### src/rtl/fifo_word_serializer_if.sv
// Read-side FIFO control plus narrow valid/ready beat stream used by fifo_word_serializer.
// master = the serializer; slave = the FIFO / downstream consumer side.
interface fifo_word_serializer_if #(
  parameter int DATA_WIDTH = 32,
  parameter int OUT_WIDTH  = 8
);
  logic                  fifo_empty;
  logic [DATA_WIDTH-1:0] fifo_data;
  logic                  fifo_cs;
  logic                  fifo_rd_en;
  logic                  m_valid;
  logic                  m_ready;
  logic [OUT_WIDTH-1:0]  m_data;
  logic                  m_last;

  modport master (
    input  fifo_empty,
    input  fifo_data,
    input  m_ready,
    output fifo_cs,
    output fifo_rd_en,
    output m_valid,
    output m_data,
    output m_last
  );

  modport slave (
    output fifo_empty,
    output fifo_data,
    output m_ready,
    input  fifo_cs,
    input  fifo_rd_en,
    input  m_valid,
    input  m_data,
    input  m_last
  );
endinterface

### src/rtl/fifo_word_serializer.sv
// Drains words from a SyncFIFO (one-cycle registered read latency) and emits them as
// DATA_WIDTH/OUT_WIDTH narrow beats, least-significant beat first, on a valid/ready stream.
module fifo_word_serializer #(
  parameter int DATA_WIDTH = 32,
  parameter int OUT_WIDTH  = 8,
  parameter int CNT_WIDTH  = 16
) (
  input  logic                   clk,
  input  logic                   rst,
  input  logic                   en,
  fifo_word_serializer_if.master bus,
  output logic                   busy,
  output logic [CNT_WIDTH-1:0]   word_cnt
);

  localparam int BEATS = DATA_WIDTH / OUT_WIDTH;
  localparam int BW    = (BEATS > 1) ? $clog2(BEATS) : 1;
  localparam logic [BW-1:0] LAST_BEAT = BW'(BEATS - 1);

  if (DATA_WIDTH % OUT_WIDTH != 0) begin : g_width_check
    $error("fifo_word_serializer: DATA_WIDTH must be a multiple of OUT_WIDTH");
  end

  typedef enum logic [1:0] {
    IDLE,
    READ,
    CAPTURE,
    SEND
  } state_t;

  state_t                state_q, state_d;
  logic [DATA_WIDTH-1:0] shift_q, shift_d;
  logic [BW-1:0]         beat_q,  beat_d;
  logic [CNT_WIDTH-1:0]  cnt_q,   cnt_d;
  logic                  rd_q,    rd_d;
  logic                  valid_q, valid_d;
  logic                  last_q,  last_d;
  logic                  busy_q,  busy_d;

  always_comb begin
    state_d = state_q;
    shift_d = shift_q;
    beat_d  = beat_q;
    cnt_d   = cnt_q;
    case (state_q)
      IDLE: begin
        if (en && !bus.fifo_empty) state_d = READ;
      end
      READ: begin
        state_d = CAPTURE;
      end
      CAPTURE: begin
        // fifo_data is valid during this cycle because the read was issued in READ
        shift_d = bus.fifo_data;
        beat_d  = '0;
        state_d = SEND;
      end
      SEND: begin
        if (bus.m_ready) begin
          if (beat_q == LAST_BEAT) begin
            cnt_d   = cnt_q + 1'b1;
            state_d = (en && !bus.fifo_empty) ? READ : IDLE;
          end else begin
            shift_d = shift_q >> OUT_WIDTH;
            beat_d  = beat_q + 1'b1;
          end
        end
      end
      default: state_d = IDLE;
    endcase

    // Moore outputs are registered by decoding the next state
    rd_d    = (state_d == READ);
    valid_d = (state_d == SEND);
    last_d  = (state_d == SEND) && (beat_d == LAST_BEAT);
    busy_d  = (state_d != IDLE);
  end

  always_ff @(posedge clk or posedge rst) begin
    if (rst) begin
      state_q <= IDLE;
      shift_q <= '0;
      beat_q  <= '0;
      cnt_q   <= '0;
      rd_q    <= 1'b0;
      valid_q <= 1'b0;
      last_q  <= 1'b0;
      busy_q  <= 1'b0;
    end else begin
      state_q <= state_d;
      shift_q <= shift_d;
      beat_q  <= beat_d;
      cnt_q   <= cnt_d;
      rd_q    <= rd_d;
      valid_q <= valid_d;
      last_q  <= last_d;
      busy_q  <= busy_d;
    end
  end

  assign bus.fifo_cs    = rd_q;
  assign bus.fifo_rd_en = rd_q;
  assign bus.m_valid    = valid_q;
  assign bus.m_data     = shift_q[OUT_WIDTH-1:0];
  assign bus.m_last     = last_q;
  assign busy           = busy_q;
  assign word_cnt       = cnt_q;

endmodule

### src/flat_wrapper.sv
// flat-port wrapper written by rule: the top's interface ports become plain ports
module fifo_word_serializer_flat 
#(
  parameter int DATA_WIDTH = 32,
  parameter int OUT_WIDTH  = 8,
  parameter int CNT_WIDTH  = 16
)
  (clk, rst, en, busy, word_cnt, bus_fifo_empty, bus_fifo_data, bus_m_ready, bus_fifo_cs, bus_fifo_rd_en, bus_m_valid, bus_m_data, bus_m_last);
  fifo_word_serializer_if #(.DATA_WIDTH(DATA_WIDTH), .OUT_WIDTH(OUT_WIDTH)) bus_i ();
  input  logic clk;
  input  logic rst;
  input  logic en;
  output logic busy;
  output logic [CNT_WIDTH-1:0] word_cnt;
  input wire logic [$bits(bus_i.fifo_empty)-1:0] bus_fifo_empty;
  input wire logic [$bits(bus_i.fifo_data)-1:0] bus_fifo_data;
  input wire logic [$bits(bus_i.m_ready)-1:0] bus_m_ready;
  output wire logic [$bits(bus_i.fifo_cs)-1:0] bus_fifo_cs;
  output wire logic [$bits(bus_i.fifo_rd_en)-1:0] bus_fifo_rd_en;
  output wire logic [$bits(bus_i.m_valid)-1:0] bus_m_valid;
  output wire logic [$bits(bus_i.m_data)-1:0] bus_m_data;
  output wire logic [$bits(bus_i.m_last)-1:0] bus_m_last;
  assign bus_i.fifo_empty = bus_fifo_empty;
  assign bus_i.fifo_data = bus_fifo_data;
  assign bus_i.m_ready = bus_m_ready;
  assign bus_fifo_cs = bus_i.fifo_cs;
  assign bus_fifo_rd_en = bus_i.fifo_rd_en;
  assign bus_m_valid = bus_i.m_valid;
  assign bus_m_data = bus_i.m_data;
  assign bus_m_last = bus_i.m_last;
  fifo_word_serializer #(.DATA_WIDTH(DATA_WIDTH), .OUT_WIDTH(OUT_WIDTH), .CNT_WIDTH(CNT_WIDTH)) u_core (.clk(clk), .rst(rst), .en(en), .bus(bus_i), .busy(busy), .word_cnt(word_cnt));
endmodule
### config.mk
export PLATFORM = sky130hd
export DESIGN_NAME = fifo_word_serializer_flat
export DESIGN_NICKNAME = d
export VERILOG_FILES = /design/src/rtl/fifo_word_serializer_if.sv /design/src/rtl/fifo_word_serializer.sv /design/src/flat_wrapper.sv
export SDC_FILE = /design/constraint.sdc
export NUM_CORES = 1
export LEC_CHECK = 0
export CAP_MARGIN = 10
export CORE_UTILIZATION = 40
export CTS_CLUSTER_DIAMETER = 100
export DETAILED_ROUTE_END_ITERATION = 6
export HOLD_SLACK_MARGIN = 0.06
export PLACE_DENSITY_LB_ADDON = 0.25
export SLEW_MARGIN = 20
export SYNTH_ARGS = -nofsm -noshare
export SYNTH_HDL_FRONTEND = slang
export SYNTH_SLANG_ARGS = --single-unit
### constraint.sdc
create_clock -name clk -period 5.3 [get_ports clk]
set_input_delay 1.06 -clock clk [delete_from_list [all_inputs] [get_ports clk]]
set_output_delay 1.06 -clock clk [all_outputs]
set_load 0.005 [all_outputs]
# [Word level (Yosys, flattened, before mapping)]
# Index checks and enable logic that the tools add are counted.
[classes] n_eq_ne=9 reduce_logical=8 n_addsub=2 muxes=11
[ops] operator="$mux 32" n=2
[ops] operator="$pmux 32 s2" n=1
[ops] operator="$add 16x1->16 const B" n=1
[ops] operator="$eq 2x2->1 const B" n=5
[ops] operator="$mux 2" n=5
[ops] operator="$pmux 2 s4" n=1
[ops] operator="$reduce_and 3->1" n=2
[ops] operator="$eq 2x1->1 const B" n=2
[ops] operator="$ne 2x2->1 const B" n=2
[ops] operator="$pmux 2 s2" n=1
[ops] operator="$reduce_bool 2->1" n=2
[ops] operator="$add 2x1->2 const B" n=1
[ops] operator="$logic_and 1x1->1" n=2
[ops] operator="$logic_not 2->1" n=1
[ops] operator="$logic_not 1->1" n=1
[ops] operator="$mux 1" n=1
[totals] elab_cells=38 reg_bits=56 input_bits=37 output_inout_bits=29

# [Logic depth before layout (Yosys ltp)]
[depth] depth_word=8 depth_mapped=6 mapped_depth_nobuf=5

# [Worst setup path after synthesis]
# OpenSTA, ideal clock, no wires.
[synth_path] path_kind="input-to-reg" from="in bus_m_ready" to="reg u_core.cnt_q[1] (netlist: u_core.word_cnt[1])" cell_stages=3 setup_ns=0.128 path_buffers=0 t_arrival_ns=1.818 slack_ns=3.354 t_required_ns=5.172 path_cell_list="nand3_1 nor2_1 mux2_1"
[synth_between] elab_chain_len=1
[synth_lines] item="from (decl)" line="flat_wrapper.sv:17" source="input wire logic [$bits(bus_i.m_ready)-1:0] bus_m_ready;"
[synth_lines] item="$reduce_and 3->1 (no source line)"
[synth_lines] item="to (signal assigned)" line="fifo_word_serializer.sv:93" source="cnt_q <= cnt_d;"
[synth_lines] item="to (decl)" line="fifo_word_serializer.sv:34" source="logic [CNT_WIDTH-1:0] cnt_q, cnt_d;"
# Every way passes these cells.
# A chain may end at the register's enable or synchronous reset.

# [Worst setup path after layout]
[layout_path] from="in bus_m_ready" to="reg u_core.shift_q[26]"
[layout_between] elab_chain_len=2
[layout_lines] item="$ne 2x2->1 (no source line)"
[layout_lines] item="$reduce_and 3->1 (no source line)"
[layout_lines] item="to (signal assigned)" line="fifo_word_serializer.sv:91" source="shift_q <= shift_d;"
[layout_lines] item="to (decl)" line="fifo_word_serializer.sv:32" source="logic [DATA_WIDTH-1:0] shift_q, shift_d;"
# Every way passes these cells.

==> flow_metrics.env <==
export IMPL_cp_arrival_ns=2.68
export IMPL_detailed_place_hpwl_mm=3.116
export IMPL_initial_utilization_pct=41.95
export IMPL_cts_buffers=5
export IMPL_post_synth_num_cell_types=28
export IMPL_switching_share_pct=34.22
export IMPL_ir_worst_vdd_mv=0.2381
export IMPL_ys_seq_elements=56
export IMPL_num_rows=28
export IMPL_clockPowerShare_pct=15.7
export IMPL_buffers_on_ports=65
export IMPL_power_internal_mw=0.9774
export IMPL_path_cells="clkdlybuf4s50_1, a21boi_0, o21ai_4, buf_16, a32o_1"
export IMPL_tritoncts_clock_tree="done"
export IMPL_finalWeightedCongestion=0.8027
export IMPL_gr_total_overflow=0
export IMPL_postRouteAntennaNets=0
export IMPL_crit_type="input port to flip-flop"
export IMPL_final_hold_violation_count=0
export IMPL_timing_final_crit_period_ns=2.487
export IMPL_cell_type_contributing_the_most_total_cell_area_after_synthesis="dfrtp_1"
export IMPL_timing_hold_worst_class="flip-flop to flip-flop"
export IMPL_vias=1712
export IMPL_rsz0062_at_grt="false"
export IMPL_drt_wl_total_mm=4.456
export IMPL_number_of_antenna_violations_at_the_first_check_in_global_routing=0
export IMPL_cts_max_path_buffers=2
export IMPL_first_pass_grt_wire_length_mm=7.652
export IMPL_clkLatencyLatePin_ns=0.30
export IMPL_grt_pass1_vias=1707
export IMPL_finish_net_count=315
export IMPL_syn_inst=223
export IMPL_postCtsHoldBufs=0
export IMPL_timing_final_crit_share_pct=46.93
export IMPL_grtUsageTotal_pct=15.03
export IMPL_power_combinational_fraction_pct=39.2
export IMPL_cellLeakagePower_nw=1.381
export IMPL_synth_top_area_share_pct=56.08
export IMPL_design_die_area_sq_um=6567
export IMPL_vias_per_cell=4.850
export IMPL_drt_initial_drc_count=94
export IMPL_post_cts_resized_instances=0
export IMPL_ctsRootBufferMaster="clkbuf_8"
export IMPL_p_seq_share_pct=45.0
export IMPL_syn_nets=261
export IMPL_layout_setup_ws_ns=2.813
export IMPL_maxCapViolations=0
export IMPL_end_kind="flip-flop"
export IMPL_synthToLayoutAreaGrowth_pct=30.30
export IMPL_yosys_warnings=0
export IMPL_crit_path_launch_type="input port"
export IMPL_final_setup_tns_ns=0
export IMPL_postCtsSetupBuffers=0
export IMPL_synth_top_family_by_area="simple AND/OR/NAND/NOR gates"
export IMPL_ios=66
export IMPL_synth_xor_area_share_pct=5.608
export IMPL_achievable_frequency_mhz=402.0
export IMPL_synth_top_cells_by_area="dfrtp_1 (56%), mux2i_1 (9.6%), o21ai_0 (5.4%)"
export IMPL_clock_pin_slew_on_the_worst_setup_and_hold_paths_ns=0.09
export IMPL_postLayoutCoreUtil_pct=54.66
export IMPL_relSlewSlack_pct=54.44
export IMPL_post_place_ws_ns=2.185
export IMPL_first_drt_pass_iteration_count=5
export IMPL_multiplexer_share_of_the_synthesized_area_pct=10.07
export IMPL_post_synthesis_instance_area_sq_um=2499
export IMPL_routed_wire_length_per_instance_um=12.62
export IMPL_critPathRequiredTime_ns=5.49
export IMPL_antenna_diode_count=0
export IMPL_die_x_um=81.04
export IMPL_run_status="finished clean"
export IMPL_net_switching_power_mw=0.5084
export IMPL_design_power_total_mw=1.486
export IMPL_floorplan_die_height_um=81.04
export IMPL_cp_slowest_cell="clkdlybuf4s50_1"
export IMPL_drt_drc_violations_left=0
export IMPL_layout_cell_share_with_drive_strength_beyond_1_pct=6.115
export IMPL_slowest_delay_ns=0.57
export IMPL_synthSimpleGateAreaFrac_pct=11.77
export IMPL_report_final_slew_viol_count=0
export IMPL_finalHoldWorstSlack_ns=0.4822
export IMPL_clock_skew_final_ns=0.005406
export IMPL_synth_area_per_cell_sq_um=11.20
export IMPL_core_sq_um=5956
export IMPL_grt_start_max_net_pins=57
export IMPL_synth_compound_area_share_pct=10.47
export IMPL_synth_adder_area_share_pct=0.5008
export IMPL_power_per_cell_area_nw_per_um2=456.4
export IMPL_worstPathMaxFanout=40
export IMPL_worst_slew_pin_transition_ns=0.6833
export IMPL_clock_sink_count=56
export IMPL_synth_sequential_area_ratio_pct=56.08
export IMPL_cts_htree_levels=2
export IMPL_report_final_setup_viol=0
## sequential cells by signal (all words and copies together) (netlist names)
| register | cells |
|---|---|
| u_core.shift_q | 32 |
| u_core.word_cnt | 16 |
| u_core.beat_q | 2 |
| u_core.state_q | 2 |
| u_core.bus.fifo_cs | 1 |
| u_core.bus.m_last | 1 |
| u_core.bus.m_valid | 1 |
| u_core.busy | 1 |
## power groups by stage
stage	Clock [mW]	Sequential [mW]	Combinational [mW]
after floorplan	0	0.645	0.443
after global placement	0	0.677	0.551
after detailed placement	0	0.682	0.564
after CTS	0.244	0.673	0.565
after global routing	0.260	0.695	0.657
final	0.233	0.669	0.583
## metal layers
| metal | global-route usage (%) | vias up | routed length [um] | share of wire, % |
|---|---|---|---|---|
| li1 | - | 869 | - | - |
| met1 | 20.42 | 799 | 2202 | 49 |
| met4 | 5.000 | 0 | 54 | 1.2 |
| met5 | 0 | - | 0 | 0 |
| met3 | 3.034 | 4 | 151 | 3.4 |
| met2 | 23.95 | 40 | 2047 | 46 |
## critical path, delay by kind of cell
kind                   cells  cell delay (ns)
buffers and inverters      2             0.83
AO/OA/AOI/OAI              3             0.77
## path summary, 6_finish.rpt
path                                                      start                               to  slack (ns)  cells past startpoint
worst max-delay path                                bus_m_ready   u_core.shift_q[26]$_DFFE_PP0P_        2.81                      5
max in group asynchronous                                   rst   u_core.word_cnt[2]$_DFFE_PP0P_        3.59                      3
worst min-delay path            u_core.word_cnt[15]$_DFFE_PP0P_  u_core.word_cnt[15]$_DFFE_PP0P_        0.48                      1
worst min register to register  u_core.word_cnt[15]$_DFFE_PP0P_  u_core.word_cnt[15]$_DFFE_PP0P_        0.48                      1
worst max register to register      u_core.state_q[1]$_DFF_PP0_   u_core.word_cnt[1]$_DFFE_PP0P_        3.18                      3
min in group asynchronous                                   rst    u_core.shift_q[6]$_DFFE_PP0P_        1.27                      3
## cell type report
type / instances / area (sq um)
Clock buffer: 6 / 82.58
Multi-Input combinational cell: 144 / 970.9
Inverter: 3 / 11.26
Timing Repair Buffer: 67 / 685.7
Sequential cell: 56 / 1401
Fill cell: 558 / 2700
Clock inverter: 2 / 10.01
Tap cell: 75 / 93.84
## synthesized netlist by cell type
cell       n
nor2b_1    1
o21a_1     1
inv_1      3
nand4_1    4
a21boi_0   1
o21ai_1    1
nand3_2    1
nand3_1    6
ha_1       1
a32o_1     8
mux2_1     1
o21ai_0   27
xnor2_1   13
nor3_2     1
buf_4     12
a21oi_1    4
xor2_1     3
nor2_1     7
dfrtp_1   56
a31oi_1    1
nand2_1   33
mux2i_1   24
nand2_4    1
clkbuf_1   3
nor3_4     2
buf_2      5
and3_1     2
nand2b_1   1
## placed cells by master, fill, tap and decap left out, types with 2 or more instances in the layout
cell type / instances
mux2i_1: 24
clkdlybuf4s50_1: 65
clkinv_2: 2
nand4_1: 4
o21ai_0: 27
xor2_1: 3
and3_1: 2
xnor2_1: 13
nor2_1: 7
nand3_1: 6
inv_1: 2
clkbuf_8: 6
nand2_1: 33
nor3_4: 2
a21oi_1: 4
dfrtp_1: 56
a32o_1: 8
## kinds of logic after synthesis
kind of cell / count (synthesis)
AND/OR/NAND/NOR: 59
multiplexers: 25
AO/OA/AOI/OAI: 43
flip-flops: 56
buffers and inverters: 23
adder cells (fa/ha/maj): 1
XOR/XNOR: 16
## per-stage QoR
stage          cell area, sq um  instances
2_1_floorplan              2499        223
3_3_place_gp               3136        344
3_5_place_dp               3136        344
4_1_cts                    3228        352
5_1_grt                    3256        353
6_report                   3256        353
No activity file was read; power rests on OpenSTA's default activity.
